File: src/rtl/serial_adder_pkg.sv
// Shared types and constants for the bit-serial adder slice.
package serial_arith_pkg;

    localparam int DEFAULT_WIDTH = 8;

    typedef enum logic [1:0] {
        IDLE  = 2'd0,
        SHIFT = 2'd1,
        DONE  = 2'd2
    } state_t;

endpackage

File: src/rtl/serial_adder_if.sv
// Start/result handshake bundle for serial_adder; master drives operands, slave is the adder.
interface serial_adder_if
    import serial_arith_pkg::*;
#(
    parameter int WIDTH = DEFAULT_WIDTH
);
    logic             start_valid;
    logic             start_ready;
    logic [WIDTH-1:0] a;
    logic [WIDTH-1:0] b;
    logic             cin;
    logic             busy;
    logic [WIDTH-1:0] sum;
    logic             cout;
    logic             ovf;
    logic             done_valid;
    logic             done_ready;

    modport master (
        output start_valid, a, b, cin, done_ready,
        input  start_ready, busy, sum, cout, ovf, done_valid
    );

    modport slave (
        input  start_valid, a, b, cin, done_ready,
        output start_ready, busy, sum, cout, ovf, done_valid
    );
endinterface

File: src/rtl/serial_adder_full_adder.sv
// One-bit full adder cell, reused every cycle by serial_adder.
module full_adder (
    input  logic i_a,
    input  logic i_b,
    input  logic i_cin,
    output logic o_s,
    output logic o_co
);
    logic w_p;

    assign w_p  = i_a ^ i_b;
    assign o_s  = w_p ^ i_cin;
    assign o_co = (i_a & i_b) | (i_cin & w_p);
endmodule

File: src/rtl/serial_adder.sv
// Bit-serial WIDTH-bit adder: operands stream LSB-first through one full adder with a
// registered carry; result is offered on a valid/ready handshake.
module serial_adder
    import serial_arith_pkg::*;
#(
    parameter int WIDTH = DEFAULT_WIDTH
) (
    input  logic          clk,
    input  logic          rst_n,
    serial_adder_if.slave bus
);
    localparam int             CW   = (WIDTH > 1) ? $clog2(WIDTH) : 1;
    localparam logic [CW-1:0]  LAST = CW'(WIDTH - 1);

    state_t           r_state;
    logic [WIDTH-1:0] r_a_sr;
    logic [WIDTH-1:0] r_b_sr;
    logic [WIDTH-1:0] r_sum_sr;
    logic             r_carry;
    logic [CW-1:0]    r_cnt;
    logic             r_cout;
    logic             r_ovf;
    logic             r_busy;
    logic             r_done_valid;
    logic             r_start_ready;

    logic w_s;
    logic w_co;

    full_adder u_fa (
        .i_a   (r_a_sr[0]),
        .i_b   (r_b_sr[0]),
        .i_cin (r_carry),
        .o_s   (w_s),
        .o_co  (w_co)
    );

    // NOTE: all state uses non-blocking assignments so every register samples the
    // pre-edge values; reset is synchronous, so it lives inside the clocked branch.
    always_ff @(posedge clk) begin
        if (!rst_n) begin
            r_state       <= IDLE;
            r_a_sr        <= '0;
            r_b_sr        <= '0;
            r_sum_sr      <= '0;
            r_carry       <= 1'b0;
            r_cnt         <= '0;
            r_cout        <= 1'b0;
            r_ovf         <= 1'b0;
            r_busy        <= 1'b0;
            r_done_valid  <= 1'b0;
            r_start_ready <= 1'b1;
        end else begin
            case (r_state)
                IDLE: begin
                    if (bus.start_valid && r_start_ready) begin
                        r_a_sr        <= bus.a;
                        r_b_sr        <= bus.b;
                        r_carry       <= bus.cin;
                        r_cnt         <= '0;
                        r_start_ready <= 1'b0;
                        r_busy        <= 1'b1;
                        r_state       <= SHIFT;
                    end
                end
                SHIFT: begin
                    r_a_sr   <= r_a_sr >> 1;
                    r_b_sr   <= r_b_sr >> 1;
                    r_sum_sr <= {w_s, r_sum_sr[WIDTH-1:1]};
                    r_carry  <= w_co;
                    r_cnt    <= r_cnt + 1'b1;
                    // On the MSB cycle r_carry is the carry into the MSB.
                    if (r_cnt == LAST) begin
                        r_cout       <= w_co;
                        r_ovf        <= r_carry ^ w_co;
                        r_busy       <= 1'b0;
                        r_done_valid <= 1'b1;
                        r_state      <= DONE;
                    end
                end
                DONE: begin
                    if (r_done_valid && bus.done_ready) begin
                        r_done_valid  <= 1'b0;
                        r_start_ready <= 1'b1;
                        r_state       <= IDLE;
                    end
                end
                default: begin
                    r_state <= IDLE;
                end
            endcase
        end
    end

    assign bus.start_ready = r_start_ready;
    assign bus.busy        = r_busy;
    assign bus.sum         = r_sum_sr;
    assign bus.cout        = r_cout;
    assign bus.ovf         = r_ovf;
    assign bus.done_valid  = r_done_valid;
endmodule

File: src/flat_wrapper.sv
// flat-port wrapper written by rule: the top's interface ports become plain ports
module serial_adder_flat import serial_arith_pkg::*;
#(
    parameter int WIDTH = DEFAULT_WIDTH
)
  (clk, rst_n, bus_start_valid, bus_a, bus_b, bus_cin, bus_done_ready, bus_start_ready, bus_busy, bus_sum, bus_cout, bus_ovf, bus_done_valid);
  serial_adder_if #(.WIDTH(WIDTH)) bus_i ();
  input  logic clk;
  input  logic rst_n;
  input wire logic [$bits(bus_i.start_valid)-1:0] bus_start_valid;
  input wire logic [$bits(bus_i.a)-1:0] bus_a;
  input wire logic [$bits(bus_i.b)-1:0] bus_b;
  input wire logic [$bits(bus_i.cin)-1:0] bus_cin;
  input wire logic [$bits(bus_i.done_ready)-1:0] bus_done_ready;
  output wire logic [$bits(bus_i.start_ready)-1:0] bus_start_ready;
  output wire logic [$bits(bus_i.busy)-1:0] bus_busy;
  output wire logic [$bits(bus_i.sum)-1:0] bus_sum;
  output wire logic [$bits(bus_i.cout)-1:0] bus_cout;
  output wire logic [$bits(bus_i.ovf)-1:0] bus_ovf;
  output wire logic [$bits(bus_i.done_valid)-1:0] bus_done_valid;
  assign bus_i.start_valid = bus_start_valid;
  assign bus_i.a = bus_a;
  assign bus_i.b = bus_b;
  assign bus_i.cin = bus_cin;
  assign bus_i.done_ready = bus_done_ready;
  assign bus_start_ready = bus_i.start_ready;
  assign bus_busy = bus_i.busy;
  assign bus_sum = bus_i.sum;
  assign bus_cout = bus_i.cout;
  assign bus_ovf = bus_i.ovf;
  assign bus_done_valid = bus_i.done_valid;
  serial_adder #(.WIDTH(WIDTH)) u_core (.clk(clk), .rst_n(rst_n), .bus(bus_i));
endmodule
File: config.mk
export PLATFORM = sky130hd
export DESIGN_NAME = serial_adder_flat
export DESIGN_NICKNAME = d
export VERILOG_FILES = /design/src/rtl/serial_adder_pkg.sv /design/src/rtl/serial_adder_if.sv /design/src/rtl/serial_adder_full_adder.sv /design/src/rtl/serial_adder.sv /design/src/flat_wrapper.sv
export SDC_FILE = /design/constraint.sdc
export NUM_CORES = 1
export LEC_CHECK = 0
export ABC_AREA = 1
export CAP_MARGIN = 20
export CORE_UTILIZATION = 54
export DETAILED_ROUTE_END_ITERATION = 10
export GPL_ROUTABILITY_DRIVEN = 0
export GPL_TIMING_DRIVEN = 0
export PLACE_DENSITY = 0.95
export SLEW_MARGIN = 20
export SYNTH_ARGS = -nofsm -noshare
export SYNTH_HDL_FRONTEND = slang
export SYNTH_SLANG_ARGS = --single-unit
File: constraint.sdc
create_clock -name clk -period 3 [get_ports clk]
set_input_delay 0.3 -clock clk [delete_from_list [all_inputs] [get_ports clk]]
set_output_delay 0.3 -clock clk [all_outputs]
set_load 0.02 [all_outputs]
==> results summary <==
The width of the die came out at roughly 57 um. The worst setup path is captured at an output port. In this run the clock root is driven by a sky130_fd_sc_hd__clkbuf_4. The share of post-route cells with drive strength above 1 came out at ~7.6%. The critical path in this run is classified as flop to output port.

The initial antenna violation count is 0. TritonCTS built the clock tree. The worst register-to-register path begins at u_core.r_state[0]. The static power due to leakage is slightly below 0.001 uW.

The number of standard cells after synthesis came out at 248. The critical path endpoint is bus_done_valid. In this run the worst setup path begins at u_core.bus.done_valid. The slowest stage of the critical path is the sky130_fd_sc_hd__clkdlybuf4s50_1 cell.

For this run, the total global-route usage over all layers was measured as around a quarter. In this run the count of I/O pins placed on the die edge is 34. In this run the critical register-to-register path is captured at u_core.r_carry. The vias after detailed routing is around 1600.

The min-delay analysis places its worst path in the category primary input to flop. Summing all multi-input logic gate instances after layout gives around 750 sq um. The run finished, with violations left. The buffers inserted during post-CTS setup optimization is 0. After synthesis, the largest family of logic cells by area is simple AND/OR/NAND/NOR gates. The maximum fanout count along the critical path came out at 3.

The per-cell via count in the routed design came out at ~5. The final period demand of the worst path is between 1.5 and 2 ns. The post-synthesis cell area came out at approximately 1600 sq um.

The final count of negative-setup-slack endpoints is 0. The floorplan die height is 56.9 um. The cell family contributing the most delay on the critical path is buffers and inverters. The share of the cycle needed by the critical path after routing is between 50% and 60%. The H-tree depth came out at 2.

The cell area power density came out at between 500 and 600 nW/um^2. The wire length reported by the detailed router came out at ~3700 um. The design draws approximately 1000 uW. The total global routing overflow came out at 0. The proportion of synthesized chip area in sequential cells is 43.0%. The number of maximum-capacitance violations came out at 0.

The register bit total from synthesis came out at 35. The setup TNS is 0 ns. The HPWL after detailed placement is roughly 2600 um. The CTS buffer count is 5. The die footprint came out at around 3200 sq um. The number of cells on the critical path is 1. The synthesized netlist contains 19 unique library cells.

Summing the areas of all compound-gate instances in the mapped netlist gives approximately 6.5% of the synthesized area. The cell row count is 19. On the final layout, the worst clock skew is slightly below 0.009 ns. The worst slew margin relative to its limit is about 71%. For this run, the slowest stage of the critical path takes between 0.6 and 0.7 ns. The required time reported for the critical path endpoint is 2.70 ns. The xor and xnor area share after synthesis is 0%. The repair_antennas step left the layout with diodes totalling 0. The critical path goes through clkdlybuf4s50_1. The adder-cell area share of the yosys netlist came out at about 2.8%. The clock passes through at most 2 buffers. From synthesis to final layout, the design area changed by 25.1%. The number of fill cells in the layout came out at roughly 210. The post-synthesis share of cell area spent on and, or, nand and nor gates is a little under two fifths. The number of design-rule violations left by the first detailed-router iteration came out at 74. The CTS clock-pin slew for the worst setup and hold paths came out at about 0.1 ns.

Buffers inserted to repair hold after CTS numbered 0. The worst endpoint data arrival time came out at around 1.3 ns. The clock reaches the later pin of the worst-skew pair after between 0.3 and 0.4 ns. The initial standard-cell utilization of the core is approximately three fifths. The port buffer count came out at 32. The count of cells resized by post-cts repair came out at 0. The share of cell area taken by muxes after synthesis is 0%. Together, buffers and inverters on the worst path number 1.

The core footprint came out at between 2000 and 3000 sq um. The final net count came out at 311. The worst setup path is launched from a flop. The number of remaining DRC errors is 4. The via count of the first global-routing pass came out at approximately 1500. The number of antenna-violating nets in the routed design is 0. The first-pass GRT wire length came out at 6300 um. The number of failing hold endpoints at the final stage was 0.

The worst reg-to-reg path cell count came out at 7. The worst register-to-register path has a setup slack of between 1.5 and 2 ns. The number of slew-limit violations in the final report is 0. The worst-case IR drop observed on VDD is 0.389 mV. The checks that failed: design-rule violations. The slew at the pin closest to its max-slew limit came out at around 0.44 ns. The net count of the mapped netlist came out at around 270. Setup repair after global routing left no endpoint under its margin. Entering global routing, the biggest net connects 11 pins. The average routed wire per standard cell is approximately 11 um. In the final layout, flip-flops and latches occupy between 700 and 800 sq um. The number of sinks handled by clock tree synthesis is 35. Derived from the worst setup path, the maximum achievable clock frequency is between 0.6 and 0.7 GHz. The number of iterations in the first detailed-routing pass came out at 7.

The Yosys step of the flow raised 0 warnings. A synthesized cell averages 6.56 sq um.
layout by cell type, fill, tap and decap left out, drive strengths merged:
cell	count
a21oi	10
fa	1
o21ai	11
nor2	52
dfxtp	35
buf	10
nand2	97
clkdlybuf4s50	32
clkbuf	8
ha	2
clkinv	2
inv	23
nand3	5
Yosys cell counts:
cell	n	area, sq um
sky130_fd_sc_hd__nand2_1	93	349
sky130_fd_sc_hd__nor2_1	51	191
sky130_fd_sc_hd__dfxtp_1	35	701
sky130_fd_sc_hd__inv_1	21	78.8
sky130_fd_sc_hd__o21ai_0	11	55.1
sky130_fd_sc_hd__a21oi_1	10	50.1
sky130_fd_sc_hd__nand3_1	5	25.0
sky130_fd_sc_hd__buf_2	4	20.0
sky130_fd_sc_hd__nand2_2	4	25.0
sky130_fd_sc_hd__buf_4	2	15.0
sky130_fd_sc_hd__buf_6	2	22.5
sky130_fd_sc_hd__ha_1	2	25.0
sky130_fd_sc_hd__inv_2	2	7.51
sky130_fd_sc_hd__buf_1	1	3.75
sky130_fd_sc_hd__buf_12	1	20.0
sky130_fd_sc_hd__clkbuf_1	1	3.75
sky130_fd_sc_hd__clkinv_1	1	3.75
sky130_fd_sc_hd__fa_1	1	20.0
sky130_fd_sc_hd__nor2_4	1	11.3
where the power goes:
| group | switching (uW) | internal [uW] | leakage [uW] | total, uW |
|---|---|---|---|---|
| clock | 152 | 91.4 | 0.0000293 | 244 |
| sequential | 26.6 | 509 | 0.000288 | 535 |
| combinational | 150 | 118 | 0.000672 | 268 |
cell type report:
type / count / share of cell area [%]
Multi-Input combinational cell: 178 / 36.9
Sequential cell: 35 / 34.4
Timing Repair Buffer: 32 / 15.7
Inverter: 24 / 4.42
Buffer: 11 / 4.18
Clock buffer: 7 / 2.21
Tap cell: 31 / 1.90
Clock inverter: 1 / 0.246
how the worst min path moves through the flow:
stage | from | to | slack (ns) | depth (start not counted)
after CTS | rst_n | u_core.bus.sum[1] | 0.26 | 3
after detailed placement | u_core.bus.start_ready | u_core.bus.start_ready | 0.46 | 2
after global placement | u_core.bus.busy | u_core.bus.busy | 0.46 | 2
after floorplan | bus_a[7] | u_core.r_a_sr[7] | 0.45 | 2
after global routing | rst_n | u_core.bus.sum[1] | 0.29 | 3
final | rst_n | u_core.bus.sum[0] | 0.27 | 3
stage by stage:
stage / cell area (sq um) / util (%) / worst slack, ns / hold WS [ns] / std cells
floorplan: 1630 / - / 1.84 / 0.447 / 248
global placement: 1990 / 70.8 / 1.50 / 0.456 / 311
detailed placement: 1990 / 70.8 / 1.46 / 0.464 / 311
CTS: 2040 / 72.6 / 1.37 / 0.264 / 319
global route: 2040 / 72.6 / 1.33 / 0.287 / 319
finish: 2040 / 72.6 / 1.37 / 0.270 / 319
per-layer routing:
metal	part of all wire, %	global-route usage, %
met1	45	30.2
met2	48	41.8
met3	4.7	7.83
met4	2.2	13.2
met5	0	0
logic make-up (layout without fill, tap and decap cells):
group,count (synthesis),after routing
simple gates,154,154
flops,35,35
compound gates,21,21
fa+ha+maj,3,3
buf+inv,35,75
worst register-to-register path, delay by kind of cell (launching register included):
kind	cells	cell delay, ns
and+or+nand+nor	6	0.53
buffers and inverters	1	0.25
DFF	1	0.36
sequential cells by signal, summed over array words and instances, names as in the netlist:
name	flops
u_core.r_a_sr	8
u_core.bus.start_ready	1
u_core.bus.sum	8
u_core.r_carry	1
u_core.bus.cout	1
u_core.r_cnt	3
u_core.r_b_sr	8
u_core.bus.ovf	1
u_core.bus.busy	1
u_core.r_state	2
u_core.bus.done_valid	1
Power figures use the tool's default switching activity.
